$ cat config.mk
export PLATFORM = sky130hd
export DESIGN_NAME = shift_issue
export DESIGN_NICKNAME = d
export VERILOG_FILES = /design/src/rtl/shift_pkg.sv /design/src/rtl/shift_decode.sv /design/src/rtl/shift_issue.sv
export SDC_FILE = /design/constraint.sdc
export NUM_CORES = 1
export LEC_CHECK = 0
export CELL_PAD_IN_SITES_DETAIL_PLACEMENT = 1
export CELL_PAD_IN_SITES_GLOBAL_PLACEMENT = 1
export CORE_AREA = 10 10 120 122
export CTS_CLUSTER_SIZE = 10
export DETAILED_ROUTE_END_ITERATION = 10
export DIE_AREA = 0 0 130 132
export DONT_BUFFER_PORTS = 1
export PLACE_DENSITY_LB_ADDON = 0.1
export SKIP_LAST_GASP = 1
export SYNTH_ARGS = -nofsm -noshare
export SYNTH_HDL_FRONTEND = slang
export SYNTH_HIERARCHICAL = 1
export SYNTH_SLANG_ARGS = --single-unit
$ cat constraint.sdc
create_clock -name clk -period 4.2 [get_ports clk]
set_input_delay 0.63 -clock clk [delete_from_list [all_inputs] [get_ports clk]]
set_output_delay 0.63 -clock clk [all_outputs]
set_load 0.1 [all_outputs]
$ cat src/rtl/shift_pkg.sv
// Shared types and constants for the shift issue buffer.
// Holds the RV32I opcode/funct constants used by the decoder and the
// decoded request record stored in the issue buffer.
package shift_pkg;

  localparam logic [6:0] OPC_OP     = 7'b0110011;
  localparam logic [6:0] OPC_OP_IMM = 7'b0010011;

  localparam logic [2:0] F3_SLL     = 3'b001;
  localparam logic [2:0] F3_SR      = 3'b101;

  localparam logic [6:0] F7_ZERO    = 7'b0000000;
  localparam logic [6:0] F7_SRA     = 7'b0100000;

  typedef struct packed {
    logic [31:0] data;
    logic [4:0]  sa;
    logic        right;
    logic        arith;
    logic [4:0]  rd;
    logic        illegal;
  } shift_req_t;

endpackage

$ cat src/rtl/shift_decode.sv
// Combinational RV32I shift decoder.
// Ports:
//   instr    in  32  instruction word
//   rs1_val  in  32  source-1 value (always the data to shift)
//   rs2_val  in  32  source-2 value (shift amount source for OP)
//   req      out     decoded request; illegal words decode to a benign
//                    left shift by 0 with the illegal flag set
module shift_decode
  import shift_pkg::*;
(
  input  logic [31:0] instr,
  input  logic [31:0] rs1_val,
  input  logic [31:0] rs2_val,
  output shift_req_t  req
);

  logic [6:0] opcode;
  logic [2:0] funct3;
  logic [6:0] funct7;
  logic       is_op;
  logic       is_op_imm;
  logic       f3_ok;
  logic       f7_ok;
  logic       legal;

  assign opcode    = instr[6:0];
  assign funct3    = instr[14:12];
  assign funct7    = instr[31:25];
  assign is_op     = (opcode == OPC_OP);
  assign is_op_imm = (opcode == OPC_OP_IMM);
  assign f3_ok     = (funct3 == F3_SLL) || (funct3 == F3_SR);
  // The SRA/SRAI encoding is only meaningful for right shifts.
  assign f7_ok     = (funct7 == F7_ZERO) ||
                     ((funct7 == F7_SRA) && (funct3 == F3_SR));
  assign legal     = (is_op || is_op_imm) && f3_ok && f7_ok;

  always_comb begin
    req         = '0;
    req.data    = rs1_val;
    req.rd      = instr[11:7];
    req.illegal = ~legal;
    if (legal) begin
      req.sa    = is_op ? rs2_val[4:0] : instr[24:20];
      req.right = (funct3 == F3_SR);
      req.arith = (funct3 == F3_SR) && instr[30];
    end
  end

endmodule

$ cat src/rtl/shift_issue.sv
// Issue buffer for decoded shift requests.
// Decodes each accepted instruction and queues it in a DEPTH-entry FIFO
// feeding the shifter stage. Outputs come from storage only, so an entry
// is visible no earlier than the cycle after it was accepted.
// Ports:
//   clk, rst_n            clock, async active-low reset
//   flush                 synchronous discard of all entries (wins over push/pop)
//   in_valid/in_ready     request handshake; in_ready is registered
//   instr/rs1_val/rs2_val instruction and operands
//   out_valid/out_ready   head handshake toward the shifter
//   out_*                 head entry fields, zero whenever out_valid=0
module shift_issue
  import shift_pkg::*;
#(
  parameter int DEPTH = 2
) (
  input  logic        clk,
  input  logic        rst_n,
  input  logic        flush,
  input  logic        in_valid,
  output logic        in_ready,
  input  logic [31:0] instr,
  input  logic [31:0] rs1_val,
  input  logic [31:0] rs2_val,
  output logic        out_valid,
  input  logic        out_ready,
  output logic [31:0] out_data,
  output logic [4:0]  out_sa,
  output logic        out_right,
  output logic        out_arith,
  output logic [4:0]  out_rd,
  output logic        out_illegal
);

  localparam int AW = (DEPTH > 1) ? $clog2(DEPTH) : 1;
  localparam int CW = AW + 1;
  localparam logic [CW-1:0] DEPTH_C = CW'(DEPTH);

  shift_req_t      dec_req;
  shift_req_t      mem [DEPTH];
  shift_req_t      head;
  logic [AW-1:0]   wr_ptr;
  logic [AW-1:0]   rd_ptr;
  logic [CW-1:0]   count;
  logic [CW-1:0]   count_nxt;
  logic            push;
  logic            pop;

  shift_decode u_decode (
    .instr   (instr),
    .rs1_val (rs1_val),
    .rs2_val (rs2_val),
    .req     (dec_req)
  );

  assign push      = in_valid && in_ready && !flush;
  assign pop       = out_valid && out_ready && !flush;
  assign out_valid = (count != '0);

  always_comb begin
    count_nxt = count;
    if (flush) begin
      count_nxt = '0;
    end else begin
      case ({push, pop})
        2'b10:   count_nxt = count + 1'b1;
        2'b01:   count_nxt = count - 1'b1;
        default: count_nxt = count;
      endcase
    end
  end

  // in_ready tracks the next count so it is a pure flop output; a pop
  // while full therefore frees a slot only from the following cycle.
  always_ff @(posedge clk or negedge rst_n) begin
    if (!rst_n) begin
      count    <= '0;
      wr_ptr   <= '0;
      rd_ptr   <= '0;
      in_ready <= 1'b0;
    end else begin
      count    <= count_nxt;
      in_ready <= (count_nxt < DEPTH_C);
      if (flush) begin
        wr_ptr <= '0;
        rd_ptr <= '0;
      end else begin
        if (push) wr_ptr <= wr_ptr + 1'b1;
        if (pop)  rd_ptr <= rd_ptr + 1'b1;
      end
    end
  end

  // Payload storage needs no reset: it is only observed through out_valid.
  always_ff @(posedge clk) begin
    if (push) mem[wr_ptr] <= dec_req;
  end

  // Gating on out_valid (count, async reset) zeroes the outputs
  // immediately on reset and whenever the buffer is empty.
  assign head = out_valid ? mem[rd_ptr] : '0;

  assign out_data    = head.data;
  assign out_sa      = head.sa;
  assign out_right   = head.right;
  assign out_arith   = head.arith;
  assign out_rd      = head.rd;
  assign out_illegal = head.illegal;

endmodule

# Word-level counts from Yosys, hierarchy flattened
# Memories as Yosys holds them, arrays and structs flattened.
# Cells that the tools add are included.
[classes] eq_ne=7 mux=11 n_addsub=4 n_reduce_logical=16 n_lt_le_gt_ge=1 bitwise_logic=1
[ops] op="2-to-1 mux 45 bit" count=1
[ops] op="equality test 7 x 6 -> 1 bit (second input constant)" count=2
[ops] op="logical AND 1 bit" count=8
[ops] op="equality test 7 x 5 -> 1 bit (second input constant)" count=1
[ops] op="logical NOT 7 bit" count=1
[ops] op="2-to-1 mux 7 bit" count=1
[ops] op="2-to-1 mux 1 bit" count=6
[ops] op="nonzero test 2 bit" count=3
[ops] op="2-to-1 mux 5 bit" count=1
[ops] op="case mux 2 bit (2 select lines)" count=1
[ops] op="equality test 3 x 1 -> 1 bit (second input constant)" count=1
[ops] op="equality test 3 bit (second input constant)" count=1
[ops] op="logical OR 1 bit" count=3
[ops] op="adder 1 bit (second input constant)" count=2
[ops] op="adder 2 x 1 -> 2 bit (second input constant)" count=1
[ops] op="equality test 2 x 1 -> 1 bit (second input constant)" count=1
[ops] op="equality test 2 bit (second input constant)" count=1
[ops] op="< comparator 2 bit (second input constant)" count=1
[ops] op="2-to-1 mux 2 bit" count=1
[ops] op="subtractor 2 x 1 -> 2 bit (second input constant)" count=1
[ops] op="logical NOT 1 bit" count=1
[ops] op="NOT 1 bit" count=1
[word_totals] register_bits=5 ram_bits=90 inputBits=101 elab_cells=45 memories=1 output_inout_bits=47
[memory_table] memory="mem" words=2 word_bits=45 rd=1 rd_clocked_by_memory_dff=0 wr=1 line="shift_issue.sv:40" rtl="shift_req_t mem [DEPTH];"

# Longest topological paths before layout
[depth] depth_word=7 ltp_mapped=7 mapped_depth_nobuf=7

# Modules after synthesis
# Netlist, hierarchy kept.
[modules_own_cells] mod="shift_issue" n_inst=1 seq_area_each_um2=2827.7 area_each_um2=3683.5 cells_per_inst=221
[modules_own_cells] mod="shift_decode" n_inst=1 seq_area_each_um2=0.0 area_each_um2=446.7 cells_per_inst=59

# Worst setup path before layout
# No wires, ideal clock.
[synth_path] path_kind="flip-flop to flip-flop" start="reg in_ready" end="mem mem[0][0] (netlist bit), enable pin" setup_ns=0.503 arrival_ns=4.250 stages_incl_launch_ff=3 required_time_ns=3.697 synth_period_minus_slack_ns=4.753 path_buffers=0 path_slack_ns=-0.553 path_cell_list="dfrtp_1 -> nand2_1 -> nor3_1"
[synth_via] elab_chain_len=4
[synth_rtl] item="from (decl)" line="shift_issue.sv:21" rtl="output logic in_ready,"
[synth_rtl] item="from (signal assigned)" line="shift_issue.sv:83" rtl="in_ready <= (count_nxt < DEPTH_C);"
[synth_rtl] item="logical AND 1 bit (2 in a row)" line="shift_issue.sv:56" rtl="assign push = in_valid && in_ready && !flush;"
[synth_rtl] item="2-to-1 mux 1 bit" line="shift_issue.sv:96" rtl="if (push) mem[wr_ptr] <= dec_req;"
[synth_rtl] item="2-to-1 mux 1 bit (implied by the code)" line="shift_issue.sv:96"
[synth_rtl] item="to (decl)" line="shift_issue.sv:40"
# Every way passes these cells.

# Final worst setup path
[layout_path] start="reg rd_ptr" end="out out_data[0]"
[layout_via] elab_chain_len=2
[layout_rtl] item="from (decl)" line="shift_issue.sv:43" rtl="logic [AW-1:0] rd_ptr;"
[layout_rtl] item="from (signal assigned)" line="shift_issue.sv:89" rtl="if (pop) rd_ptr <= rd_ptr + 1'b1;"
[layout_rtl] item="memory (2 x 45 bit)"
[layout_rtl] item="2-to-1 mux 45 bit" line="shift_issue.sv:101" rtl="assign head = out_valid ? mem[rd_ptr] : '0;"
[layout_rtl] item="to (decl)" line="shift_issue.sv:27" rtl="output logic [31:0] out_data,"
# Every way passes these cells.

==> results_dict.tcl <==
set metrics [dict create \
    firstDrtPassIters 4 \
    fin_area_sq_mm 0.00449 \
    cts_buffer_depth 2 \
    finalMaxSlewViolations 0 \
    rsz0062_at_grt "false" \
    viasPerCell 4.77 \
    grt_max_degree 24 \
    postSynthCellCount 280 \
    route.met2.wl_mm 3.93 \
    critical_path_arrival_ns 2.48 \
    cap_violations 0 \
    hold_start "flush" \
    swShare_pct 25.0 \
    power_frac_seq_pct 54.2 \
    cts_buffers 9 \
    cp-end-kind "output pin" \
    cp.required_ns 3.57 \
    ys_top_cells_by_area "edfxtp_1 65%, mux2i_1 12%, buf_4 6.9%, nor2_1 4.6%, dfrtp_1 3.0%" \
    cp-startpoint "rd_ptr" \
    drive_gt1_share_pct 31.8 \
    yosys.area.top_type_share_pct 65.4 \
    initial_core_util_pct 34.7 \
    cts_hold_buf 1 \
    port_buffers 0 \
    num_io_pins 148 \
    ff2ff_setup_slack_ns 1.80 \
    grtUsageTotal_pct 10.2 \
    synthFlopType "edfxtp_1" \
    diodes 0 \
    synth_area_sq_mm 0.00413 \
    syn_avg_cell_area_sq_um 14.8 \
    power_frac_comb_pct 9.8 \
    syn_nets 383 \
    max_freq_mhz 321 \
    synth.distinct_cells 31 \
    htreeDepth 3 \
    dp_cells 397 \
    power_frac_clock_pct 36.0 \
    clock-sinks 95 \
    dieHeight_um 132 \
    routabilityCongestion 0.649 \
    synth-edff-count 90 \
    holdCritPathClass "in2reg" \
    hold_depth 1 \
    ys_seq_area_share_pct 68.5 \
    outcome "finished, final reports clean" \
    dpl_cell_area_sq_mm 0.00422 \
    finalCriticalPeriod_ns 3.11 \
    wl_per_cell_um 20.4 \
    worst_pin_slew_ns 1.09 \
    layout_common_cells "90 x edfxtp_1, 50 x mux2i_1, 46 x nor2_2, 18 x buf_4, 9 x clkbuf_16" \
    hpwl_mm 5.97 \
    setup_tns_ns 0 \
    drc 0 \
    grt_pass1_wl_mm 13.0 \
    cts_resized 0 \
    reg2regPathDepth 5 \
    startpoint_type "flip-flop" \
    drt-met1-wl_mm 3.30 \
    fin_skew_ns 0.00590 \
    finalSetupViolations 0 \
    crit_type "reg2out" \
    cts_tree "done" \
    synth-seq-cells 95 \
    fin_util_pct 37.7 \
    num_rows 40 \
    wl_met3_mm 1.01 \
    area_growth_pct 8.69 \
    nFillCells 1210 \
    num_vias 1973 \
    switching_power_mw 0.500 \
    drt_iter0_drc 89 \
    wl_mm 8.44 \
    core_area_sq_mm 0.0119 \
    grt_overflow_total 0 \
    hold_end "rd_ptr" \
    cts.clk_slew.worst_paths_ns 0.06 \
    antenna_found_initial 0 \
    clk_latency_ns 0.35 \
    yosys_warnings 6 \
    cp_max_fo 20 \
    fin_cells 414 \
    internal_power_mw 1.50 \
    cts-root-buf "clkbuf_16" \
    yosys.area.top_type "edfxtp_1" \
    finalCritPeriodShare_pct 74.2 \
    power_density_mw_per_mm2 446 \
    post_cts_buffers 0 \
    peakVddDrop_v 0.000235 \
    rr_endpoint "mem[1][30]" \
    final_nets 365 \
    final_common_cell "edfxtp_1" \
    relSlewSlack_pct 27.0 \
    top_layer_used "met4" \
    p_leak_nw 1.40 \
    ant_nets 0 \
    die_w_um 130 \
    fp.dieArea_sq_mm 0.0172 \
    hold_slack_ns 0.345 \
    async_reset_ff_share_pct 5.26 \
    crit-reg2reg-launch "in_ready" \
    finalHoldViolations 0 \
    grt_pass1_vias 2232 \
]
## synth_stat cells, types with 2 or more instances
| cell type | instances |
|---|---|
| and2_1 | 2 |
| and3_1 | 2 |
| buf_2 | 4 |
| buf_4 | 38 |
| buf_6 | 4 |
| clkbuf_1 | 2 |
| dfrtp_1 | 5 |
| edfxtp_1 | 90 |
| ha_1 | 2 |
| inv_1 | 3 |
| mux2i_1 | 50 |
| nand2_1 | 2 |
| nor2_1 | 51 |
| nor2_2 | 2 |
| nor3_1 | 5 |
| or2_2 | 2 |
| xor2_1 | 2 |
## sequential cells by signal, summed over array words and instances (netlist names)
signal and count:
wr_ptr 1, in_ready 1, rd_ptr 1, mem 90
count 2
## per-layer routing
layer,up-vias,GRT usage [%]
met1,951,11.0
met3,13,5.75
li1,926,-
met2,83,15.4
met5,-,0
met4,0,6.00
## metrics by stage
stage | setup slack, ns | power [mW]
2_1_floorplan | 0.820 | 1.29
3_3_place_gp | 1.41 | 1.30
3_5_place_dp | 1.40 | 1.31
4_1_cts | 1.01 | 2.04
5_1_grt | 0.922 | 2.09
6_report | 1.09 | 2.00
## worst max path at each step
stage              endpoint  slack [ns]
6_report        out_data[0]        1.09
5_1_grt        out_data[26]        0.92
4_1_cts         out_data[0]        1.01
3_5_place_dp    out_data[0]        1.40
3_3_place_gp   out_data[28]        1.41
2_1_floorplan     mem[0][0]        0.82
## logic make-up after synthesis
family | count (synthesis) | synth area share [%]
buffers and inverters | 51 | 8.94
muxes | 52 | 12.7
AOI/OAI and AO/OA | 2 | 0.242
adders and majority gates | 2 | 0.606
and+or+nand+nor | 75 | 8.45
xor gates and xnor gates | 3 | 0.636
DFF | 95 | 68.5
## cell type report
cell class	count	area [sq um]	area share, %
clock inverter	6	27.5	0.613
timing repair buffer	19	145	3.23
sequential	95	2830	63.0
multi-input combinational	134	1060	23.7
tap	147	184	4.10
inverter	3	11.3	0.251
clock buffer	10	229	5.10
## critical path, cell delays in order (launching register included)
cell	delay, ns
dfrtp_2	0.67
buf_4	0.45
mux2i_1	0.16
nor2_2	0.84
## power by group through the flow
stage | registers (mW) | clock network, mW | logic (mW)
after floorplan | 1.10 | 0 | 0.190
after global placement | 1.10 | 0 | 0.199
after detailed placement | 1.11 | 0 | 0.200
after CTS | 1.09 | 0.757 | 0.202
final | 1.09 | 0.721 | 0.197
after global routing | 1.09 | 0.787 | 0.210
No activity file was read; power rests on OpenSTA's default activity.
